File: config.mk
export PLATFORM = sky130hd
export DESIGN_NAME = ps2_host_tx_flat
export DESIGN_NICKNAME = d
export VERILOG_FILES = /design/src/rtl/ps2_host_tx_pkg.sv /design/src/rtl/ps2_host_tx_if.sv /design/src/rtl/ps2_line_sync.sv /design/src/rtl/ps2_host_tx.sv /design/src/flat_wrapper.sv
export SDC_FILE = /design/constraint.sdc
export NUM_CORES = 1
export LEC_CHECK = 0
export CORE_MARGIN = 8
export CORE_UTILIZATION = 50
export DETAILED_ROUTE_END_ITERATION = 12
export PLACE_DENSITY = 0.7
export SKIP_LAST_GASP = 1
export SLEW_MARGIN = 20
export SYNTH_ARGS = -nofsm -noshare
export SYNTH_HDL_FRONTEND = slang
export SYNTH_SLANG_ARGS = --single-unit
File: constraint.sdc
create_clock -name clk -period 5.29 [get_ports clk]
set_input_delay 0.7935 -clock clk [delete_from_list [all_inputs] [get_ports clk]]
set_output_delay 0.7935 -clock clk [all_outputs]
set_load 0.02 [all_outputs]
File: src/rtl/ps2_host_tx_pkg.sv
// Shared definitions for the PS/2 host transmitter: FSM states, error codes,
// keyboard command bytes and the microsecond-to-cycle helper.
package ps2_host_tx_pkg;

    localparam int CNT_W = 24;

    typedef enum logic [3:0] {
        ST_IDLE,
        ST_INHIBIT,
        ST_RTS,
        ST_WAIT_FIRST,
        ST_BITS,
        ST_WAIT_ACK,
        ST_WAIT_IDLE,
        ST_DONE,
        ST_ERR
    } state_t;

    typedef enum logic [1:0] {
        ERR_NONE  = 2'd0,
        ERR_START = 2'd1,
        ERR_FRAME = 2'd2,
        ERR_NOACK = 2'd3
    } err_code_t;

    localparam logic [7:0] CMD_SET_LED = 8'hED;
    localparam logic [7:0] CMD_RESET   = 8'hFF;
    localparam logic [7:0] CMD_ENABLE  = 8'hF4;
    localparam logic [7:0] ACK_BYTE    = 8'hFA;

    function automatic logic [CNT_W-1:0] us_to_cyc(input int clk_hz, input int us);
        return CNT_W'(clk_hz / 1_000_000 * us);
    endfunction

endpackage

File: src/rtl/ps2_host_tx_if.sv
// Command-side handshake of the PS/2 host transmitter: byte request plus
// busy/done/err status back to the requester.
interface ps2_host_tx_if;
    logic [7:0] tx_data;
    logic       tx_valid;
    logic       tx_ready;
    logic       busy;
    logic       done;
    logic       err;
    logic [1:0] err_code;

    modport master (
        output tx_data, tx_valid,
        input  tx_ready, busy, done, err, err_code
    );

    modport slave (
        input  tx_data, tx_valid,
        output tx_ready, busy, done, err, err_code
    );
endinterface

File: src/rtl/ps2_line_sync.sv
// PS/2 pin conditioning: 2-FF synchronizers on both lines, a run-length glitch
// filter on the clock and a one-cycle strobe on each filtered falling edge.
module ps2_line_sync #(
    parameter int FILTER_LEN = 8
) (
    input  logic clk,
    input  logic rst,
    input  logic ps2_clk_i,
    input  logic ps2_data_i,
    output logic clk_filt,
    output logic data_sync,
    output logic clk_fall
);

    localparam int FW = (FILTER_LEN > 1) ? $clog2(FILTER_LEN) : 1;

    logic [1:0]    clk_meta;
    logic [1:0]    data_meta;
    logic [FW-1:0] run_cnt;

    assign data_sync = data_meta[1];

    // NOTE: non-blocking assignments keep each meta stage one clock behind the
    // previous one; blocking here would collapse the chain into a single flop.
    always_ff @(posedge clk) begin
        if (!rst) begin
            clk_meta  <= 2'b11;
            data_meta <= 2'b11;
            clk_filt  <= 1'b1;
            run_cnt   <= '0;
            clk_fall  <= 1'b0;
        end else begin
            clk_meta  <= {clk_meta[0], ps2_clk_i};
            data_meta <= {data_meta[0], ps2_data_i};
            clk_fall  <= 1'b0;
            // A new level is taken only after FILTER_LEN consecutive samples of it.
            if (clk_meta[1] != clk_filt) begin
                if (run_cnt == FW'(FILTER_LEN - 1)) begin
                    clk_filt <= clk_meta[1];
                    clk_fall <= clk_filt;
                    run_cnt  <= '0;
                end else begin
                    run_cnt <= run_cnt + 1'b1;
                end
            end else begin
                run_cnt <= '0;
            end
        end
    end

endmodule

File: src/rtl/ps2_host_tx.sv
// PS/2 host-to-device transmitter: inhibit, request-to-send, 10 host-driven bits
// clocked by the device, ACK check and return-to-idle, each phase timed out.
module ps2_host_tx
    import ps2_host_tx_pkg::*;
#(
    parameter int CLK_FREQ_HZ      = 50_000_000,
    parameter int INHIBIT_US       = 100,
    parameter int START_TIMEOUT_US = 15000,
    parameter int FRAME_TIMEOUT_US = 2000,
    parameter int FILTER_LEN       = 8
) (
    input  logic          clk,
    input  logic          rst,
    ps2_host_tx_if.slave  tx,
    input  logic          ps2_clk_i,
    input  logic          ps2_data_i,
    output logic          ps2_clk_oe,
    output logic          ps2_data_oe
);

    // The RTS cycle is the last cycle of the inhibit window, so the clock is held
    // low for exactly INHIBIT_CYC cycles in total.
    localparam logic [CNT_W-1:0] INHIBIT_LOAD = us_to_cyc(CLK_FREQ_HZ, INHIBIT_US) - CNT_W'(2);
    localparam logic [CNT_W-1:0] START_LOAD   = us_to_cyc(CLK_FREQ_HZ, START_TIMEOUT_US) - CNT_W'(1);
    localparam logic [CNT_W-1:0] FRAME_LOAD   = us_to_cyc(CLK_FREQ_HZ, FRAME_TIMEOUT_US) - CNT_W'(1);

    state_t           state;
    logic [CNT_W-1:0] cnt;
    logic [CNT_W-1:0] cnt_dec;
    logic [3:0]       bit_cnt;
    logic [9:0]       shreg;
    logic             clk_filt;
    logic             data_sync;
    logic             clk_fall;

    ps2_line_sync #(.FILTER_LEN(FILTER_LEN)) u_sync (
        .clk        (clk),
        .rst        (rst),
        .ps2_clk_i  (ps2_clk_i),
        .ps2_data_i (ps2_data_i),
        .clk_filt   (clk_filt),
        .data_sync  (data_sync),
        .clk_fall   (clk_fall)
    );

    assign cnt_dec = (cnt == '0) ? '0 : cnt - 1'b1;

    always_ff @(posedge clk) begin
        if (!rst) begin
            state       <= ST_IDLE;
            cnt         <= '0;
            bit_cnt     <= '0;
            shreg       <= '0;
            tx.tx_ready <= 1'b1;
            tx.busy     <= 1'b0;
            tx.done     <= 1'b0;
            tx.err      <= 1'b0;
            tx.err_code <= ERR_NONE;
            ps2_clk_oe  <= 1'b0;
            ps2_data_oe <= 1'b0;
        end else begin
            tx.done <= 1'b0;
            tx.err  <= 1'b0;
            unique case (state)
                ST_IDLE: begin
                    if (tx.tx_valid) begin
                        // Shift order: d[0]..d[7], odd parity, then the stop bit.
                        shreg       <= {1'b1, ~^tx.tx_data, tx.tx_data};
                        cnt         <= INHIBIT_LOAD;
                        ps2_clk_oe  <= 1'b1;
                        tx.tx_ready <= 1'b0;
                        tx.busy     <= 1'b1;
                        tx.err_code <= ERR_NONE;
                        state       <= ST_INHIBIT;
                    end
                end
                ST_INHIBIT: begin
                    if (cnt == '0) begin
                        ps2_data_oe <= 1'b1;
                        state       <= ST_RTS;
                    end else begin
                        cnt <= cnt_dec;
                    end
                end
                ST_RTS: begin
                    ps2_clk_oe <= 1'b0;
                    cnt        <= START_LOAD;
                    state      <= ST_WAIT_FIRST;
                end
                ST_WAIT_FIRST: begin
                    if (clk_fall) begin
                        ps2_data_oe <= ~shreg[0];
                        shreg       <= shreg >> 1;
                        bit_cnt     <= '0;
                        cnt         <= FRAME_LOAD;
                        state       <= ST_BITS;
                    end else if (cnt == '0) begin
                        ps2_data_oe <= 1'b0;
                        tx.err      <= 1'b1;
                        tx.err_code <= ERR_START;
                        state       <= ST_ERR;
                    end else begin
                        cnt <= cnt_dec;
                    end
                end
                ST_BITS: begin
                    cnt <= cnt_dec;
                    if (clk_fall) begin
                        ps2_data_oe <= ~shreg[0];
                        shreg       <= shreg >> 1;
                        bit_cnt     <= bit_cnt + 1'b1;
                        if (bit_cnt == 4'd8) state <= ST_WAIT_ACK;
                    end else if (cnt == '0) begin
                        ps2_data_oe <= 1'b0;
                        tx.err      <= 1'b1;
                        tx.err_code <= ERR_FRAME;
                        state       <= ST_ERR;
                    end
                end
                ST_WAIT_ACK: begin
                    cnt <= cnt_dec;
                    if (clk_fall) begin
                        if (!data_sync) begin
                            state <= ST_WAIT_IDLE;
                        end else begin
                            tx.err      <= 1'b1;
                            tx.err_code <= ERR_NOACK;
                            state       <= ST_ERR;
                        end
                    end else if (cnt == '0) begin
                        tx.err      <= 1'b1;
                        tx.err_code <= ERR_FRAME;
                        state       <= ST_ERR;
                    end
                end
                ST_WAIT_IDLE: begin
                    cnt <= cnt_dec;
                    if (clk_filt && data_sync) begin
                        tx.done <= 1'b1;
                        state   <= ST_DONE;
                    end else if (cnt == '0) begin
                        tx.err      <= 1'b1;
                        tx.err_code <= ERR_FRAME;
                        state       <= ST_ERR;
                    end
                end
                ST_DONE, ST_ERR: begin
                    tx.tx_ready <= 1'b1;
                    tx.busy     <= 1'b0;
                    state       <= ST_IDLE;
                end
                default: state <= ST_IDLE;
            endcase
        end
    end

endmodule

File: src/flat_wrapper.sv
// flat-port wrapper written by rule: the top's interface ports become plain ports
module ps2_host_tx_flat import ps2_host_tx_pkg::*;
#(
    parameter int CLK_FREQ_HZ      = 50_000_000,
    parameter int INHIBIT_US       = 100,
    parameter int START_TIMEOUT_US = 15000,
    parameter int FRAME_TIMEOUT_US = 2000,
    parameter int FILTER_LEN       = 8
)
  (clk, rst, ps2_clk_i, ps2_data_i, ps2_clk_oe, ps2_data_oe, tx_tx_data, tx_tx_valid, tx_tx_ready, tx_busy, tx_done, tx_err, tx_err_code);
  ps2_host_tx_if tx_i ();
  input  logic clk;
  input  logic rst;
  input  logic ps2_clk_i;
  input  logic ps2_data_i;
  output logic ps2_clk_oe;
  output logic ps2_data_oe;
  input wire logic [$bits(tx_i.tx_data)-1:0] tx_tx_data;
  input wire logic [$bits(tx_i.tx_valid)-1:0] tx_tx_valid;
  output wire logic [$bits(tx_i.tx_ready)-1:0] tx_tx_ready;
  output wire logic [$bits(tx_i.busy)-1:0] tx_busy;
  output wire logic [$bits(tx_i.done)-1:0] tx_done;
  output wire logic [$bits(tx_i.err)-1:0] tx_err;
  output wire logic [$bits(tx_i.err_code)-1:0] tx_err_code;
  assign tx_i.tx_data = tx_tx_data;
  assign tx_i.tx_valid = tx_tx_valid;
  assign tx_tx_ready = tx_i.tx_ready;
  assign tx_busy = tx_i.busy;
  assign tx_done = tx_i.done;
  assign tx_err = tx_i.err;
  assign tx_err_code = tx_i.err_code;
  ps2_host_tx #(.CLK_FREQ_HZ(CLK_FREQ_HZ), .INHIBIT_US(INHIBIT_US), .START_TIMEOUT_US(START_TIMEOUT_US), .FRAME_TIMEOUT_US(FRAME_TIMEOUT_US), .FILTER_LEN(FILTER_LEN)) u_core (.clk(clk), .rst(rst), .tx(tx_i), .ps2_clk_i(ps2_clk_i), .ps2_data_i(ps2_data_i), .ps2_clk_oe(ps2_clk_oe), .ps2_data_oe(ps2_data_oe));
endmodule
# Word-level counts from Yosys, hierarchy flattened
# Cells that the tools add are included.
[word_totals] word_cells=117 reg_bits=59 input_bits=13 output_inout_bits=8
[classes] reduce_logical=26 n_addsub=3 bitwise=3 n_mux=46 eq_ne=23
[ops] operator="case mux 24 bit (5 select lines)" count=1
[ops] operator="two-way mux 24 bit" count=4
[ops] operator="two-way mux 4 bit" count=11
[ops] operator="case mux 4 bit (7 select lines)" count=1
[ops] operator="logical NOT 24 bit" count=1
[ops] operator="subtractor 24 x 1 -> 24 bit (second input constant)" count=1
[ops] operator="two-way mux 10 bit" count=2
[ops] operator="case mux 10 bit (2 select lines)" count=1
[ops] operator="== test 4 x 3 -> 1 bit (second input constant)" count=4
[ops] operator="two-way mux 2 bit" count=8
[ops] operator="AND reduction 3 bit" count=5
[ops] operator="!= test 2 bit (second input constant)" count=6
[ops] operator="two-way mux 1 bit" count=11
[ops] operator="case mux 2 bit (5 select lines)" count=1
[ops] operator="AND reduction 2 bit" count=5
[ops] operator="nonzero test 2 bit" count=5
[ops] operator="nonzero test 5 bit" count=2
[ops] operator="== test 4 x 2 -> 1 bit (second input constant)" count=2
[ops] operator="== test 4 bit (second input constant)" count=2
[ops] operator="case mux 1 bit (2 select lines)" count=4
[ops] operator="case mux 4 bit (2 select lines)" count=1
[ops] operator="XNOR reduction 8 bit" count=1
[ops] operator="AND reduction 7 bit" count=1
[ops] operator="!= test 2 x 1 -> 1 bit (second input constant)" count=3
[ops] operator="other kinds (14)" count=18

# Logic depth before layout (Yosys ltp)
[logic_depth] depth_word=5 ltp_mapped=11 mapped_depth_nobuf=10

# Cells and area by module
# A second synthesis with hierarchy kept.
[hier_totals] cells_unflattened=406 hier_area_um2=3324.4
[by_module_without_submodules] module="ps2_host_tx" seq_area_each_um2=1001.0 cells_each=383 instances=1 area_each_um2=3025.4
[by_module_without_submodules] module="ps2_line_sync" seq_area_each_um2=180.2 cells_each=23 instances=1 area_each_um2=299.0

# Least setup slack after synthesis
# OpenSTA, ideal clock, no wires.
[synth_timing] kind="reg-to-reg" start="register u_core.cnt[16]" end="register u_core.cnt[0]" setup_time_ps=128 synth_period_minus_slack_ps=2218 required_ps=5162 path_stages_with_launch=12 t_arrival_ps=2091 n_path_buf=2 path_slack_ps=3072 path_cell_list="dfxtp_1 > buf_6 > nor4_4 > nand4_2 > nor3_4 > inv_4 > buf_6 > ha_1 > a21oi_1 > o211ai_1 > a21oi_1 > nor2_1"
[synth_between] elab_chain_cells=5
[synth_rtl] item="start: declaration" line="ps2_host_tx.sv:28" source="logic [CNT_W-1:0] cnt;"
[synth_rtl] item="start signal: assignment" line="ps2_host_tx.sv:82" source="cnt <= cnt_dec;"
[synth_rtl] item="start signal: assignment" line="ps2_host_tx.sv:103" source="cnt <= cnt_dec;"
[synth_rtl] item="start signal: assignment" line="ps2_host_tx.sv:107" source="cnt <= cnt_dec;"
[synth_rtl] item="logical NOT 24 bit *" line="ps2_host_tx.sv:46, ps2_host_tx.sv:78, ps2_host_tx.sv:97"
[synth_rtl] item="two-way mux 24 bit" line="ps2_host_tx.sv:46" source="assign cnt_dec = (cnt == '0) ? '0 : cnt - 1'b1;"
[synth_rtl] item="two-way mux 24 bit" line="ps2_host_tx.sv:78, ps2_host_tx.sv:97"
[synth_rtl] item="two-way mux 24 bit" line="ps2_host_tx.sv:91" source="if (clk_fall) begin"
[synth_rtl] item="case mux 24 bit (5 select lines) *" line="ps2_host_tx.sv:64" source="unique case (state)"
# Mark *: on every way between the ends. The rest lies on a longest branch, timed or not.
# A chain may end at the register's enable or synchronous reset.

==> impl_metrics.csv <==
group,metric,value,unit
cells_and_area,antenna_cells,0,
clock_tree,cts_tree,"done",
drt,drcViolationCount,0,
synthesis,synth.avg_cell_area,7.954,µm²
synthesis,ys_warn_count,0,
synthesis,synth_most_common_cell,"dfxtp_1",
synthesis,synth_edf_count,0,
global_route,grtUsageMet1,24.03,%
sta,grt_setup_unrepaired,"false",
global_route,grt_pass1_wl,14.52,mm
worst_setup_path,reg2reg_from,"u_core.state[2]",
placed_design,gp_congestion,0.8657,
cells_and_area,syn2layout_area_growth,12.96,%
cells_and_area,fill_cells,611,
placed_design,place_ws,1.470,ns
clock_tree,htreeDepth,3,
sta,slew_violations,0,
worst_setup_path,timing.rr.end,"u_core.shreg[2]",
clock_tree,cts-resized-gates,0,
sta,worst_slack,1.824,ns
cells_and_area,finalNonFillerCells,512,
synthesis,synthFlopType,"dfxtp_1",
synthesis,yosysTopAreaCell,"dfxtp_1",
worst_setup_path,worst_setup_path_start_kind,"input port",
die,ios,21,
die,die_h,97.74,µm
cells_and_area,drive_above_1_share,7.586,%
power_and_ir_drop,ir_worst_vdd,0.0002445,V
placed_design,placed_area,3547,µm²
drt,ant_nets,0,
worst_setup_path,path_max_fanout,27,
die,die_w,97.74,µm
worst_setup_path,arrival,3.76,ns
clock_tree,postCtsSetupRepairBufs,0,
die,num_rows,29,
synthesis,ys_ff_latch,59,
sta,finalSetupTns,0,ns
sta,period_needed,3.466,ns
run,maxCapViolations,0,
synthesis,synth_nets,440,
drt,wl_per_cell,16.80,µm
clock_tree,worstSkewPairLatency,0.35,ns
synthesis,synth_cells,420,
sta,finalSetupViolations,0,
die,start_util,52.02,%
worst_setup_path,rrSetupSlack,2.47,ns
synthesis,synth.top_cells.by_area,"dfxtp_1, a21oi_1, nand2_1",
sta,hold_viol,0,
global_route,overflow,0,
worst_setup_path,required,5.58,ns
placed_design,numPlacedInstances,496,
worst_hold_path,min_from,"u_core.u_sync.data_meta[0]",
worst_hold_path,hp-class,"reg2reg",
drt,drt-vias-per-instance,6.244,
cells_and_area,finalInstanceArea,3774,µm²
sta,finalCritPeriodShare,65.53,%
drt,drt_iter0_drc,256,
cells_and_area,nNetsFinal,450,
synthesis,synth_top_area_share,35.36,%
drt,drt_pass1_iterations,5,
clock_tree,clock-root-buffer,"clkbuf_8",
synthesis,ys_types,65,
worst_setup_path,r2r_cells,6,
synthesis,ys_seq_area_share,35.36,%
sta,fin_skew,0.008595,ns
clock_tree,cts_buffer_depth,2,
placed_design,dp_hpwl,6.011,mm
global_route,met3_usage,4.116,%
worst_setup_path,crit_type,"in2reg",
global_route,grt_pass1_vias,2935,
drt,drt-total-wl,8.603,mm
worst_setup_path,end_kind,"flop",
synthesis,ys_top_cells_by_count,"dfxtp_1, nand2_1, nor2_1",
power_and_ir_drop,powerDensity,411.8,nW/µm²
clock_tree,numCtsBuffers,9,
global_route,antenna_found_initial,0,
global_route,grt_max_degree,28,
drt,vias,3197,
die,die_area,9553,µm²
clock_tree,numClockSinks,59,
global_route,top_usage_layer,"met2",
global_route,met2_usage,28.73,%
synthesis,async_reset_ff_share,0,%
global_route,grt_use_total,18.21,%
clock_tree,cts.clk_slew.worst_paths,0.07,ns
cells_and_area,final_core_util,58.76,%
clock_tree,holdBufCountCts,0,
sta,slew_headroom,38.26,%
sta,timing.fmax,288.5,MHz
placed_design,port_buffers,20,
status,status,"finished, final reports clean",
synthesis,synth_area,3341,µm²
sta,max_slew.worst_pin.slew,0.9227,ns
die,core_area,6422,µm²
worst_hold_path,hold_path_end,"u_core.u_sync.data_meta[1]",
power_and_ir_drop,total_leakage_power,1.428,nW
worst_hold_path,holdPathStages,1,
-- metrics by stage --
step                      total power, mW  hold WS (ns)
final                               1.554        0.4260
after global routing                1.637        0.4454
after CTS                           1.554        0.4242
after detailed placement            1.085        0.3973
after global placement              1.074        0.3973
after floorplan                    0.9694        0.3863
-- power by group --
group | leakage (nW) | internal (mW) | total [mW] | switching (mW)
Clock | 0.119 | 0.288 | 0.470 | 0.182
Sequential | 0.483 | 0.497 | 0.563 | 0.0655
Combinational | 0.826 | 0.194 | 0.522 | 0.327
Total | 1.43 | 0.979 | 1.55 | 0.575
-- critical path, cell delays in order --
cell and delay, ns:
clkdlybuf4s50_1 0.45, buf_4 0.26, inv_1 0.44, or4_1 0.86, a41o_1 0.45, o41ai_1 0.36, a21o_1 0.12
-- logic make-up (layout without fill, tap and decap cells) --
group                    count (synthesis)  in the layout  synth area share, %
adder cells (fa/ha/maj)                  7              7                2.622
AO/OA/AOI/OAI                          138            138                27.38
flip-flops                              59             59                35.36
AND/OR/NAND/NOR                        159            159                24.91
XOR/XNOR                                11             11                2.884
buffers and inverters                   41             56                5.356
multiplexers                             5              5                1.498
-- sequential cells by signal (all words and copies together), names as in the netlist --
signal and flops:
u_core.tx.done 1, u_core.bit_cnt 4, u_core.cnt 24, u_core.tx.busy 1
u_core.u_sync.clk_filt 1, u_core.u_sync.run_cnt 3, u_core.u_sync.clk_fall 1, u_core.ps2_clk_oe 1
u_core.tx.err 1, u_core.shreg 10, u_core.tx.tx_ready 1, u_core.ps2_data_oe 1
u_core.tx.err_code 2, u_core.state 4, u_core.u_sync.data_meta 2, u_core.u_sync.clk_meta 2
-- metal layers --
metal / vias to the layer above / part of all wire, %
met2: 85 / 47
met3: 12 / 5.8
li1: 1575 / -
met4: 0 / 1.4
met5: - / 0
met1: 1525 / 46
-- cell usage in the layout (no fill, tap or decap), drive strengths merged, types with 3 or more instances in the layout --
master         synthesis  final
a211oi                 6      6
a21o                   3      3
a21oi                 33     33
a311oi                 9      9
a31oi                  6      6
and2                   5      5
and3                   3      3
buf                   10      3
clkbuf                14     11
clkdlybuf4s50          0     20
clkinv                 0      3
dfxtp                 59     59
ha                     7      7
inv                   17     17
mux2i                  5      5
nand2                 41     41
nand2b                 8      8
nand3                 14     14
nand4                  5      5
nor2                  39     39
nor2b                  3      3
nor3                  18     18
nor4                  10     10
o211ai                 8      8
o21ai                 40     40
o31ai                  3      3
o41ai                  3      3
or3                    6      6
xnor2                  9      9
-- final cells by class --
type	instances	area (µm²)	area share, %
clock buffer	11	151.4	4.012
clock inverter	5	75.07	1.989
timing repair buffer	23	222.7	5.902
sequential	59	1181	31.30
tap	77	96.34	2.553
multi-input combinational	320	1981	52.49
inverter	17	66.31	1.757
-- worst max-delay path by stage --
stage	start	end	slack (ns)	cells past startpoint
final	rst	u_core.cnt[17]	1.82	7
after global routing	rst	u_core.cnt[18]	1.61	8
after CTS	rst	u_core.cnt[17]	1.84	7
after detailed placement	rst	u_core.cnt[17]	1.47	7
after global placement	rst	u_core.cnt[17]	1.54	7
after floorplan	u_core.cnt[16]	u_core.cnt[0]	3.07	11
Power figures use the tool's default switching activity.
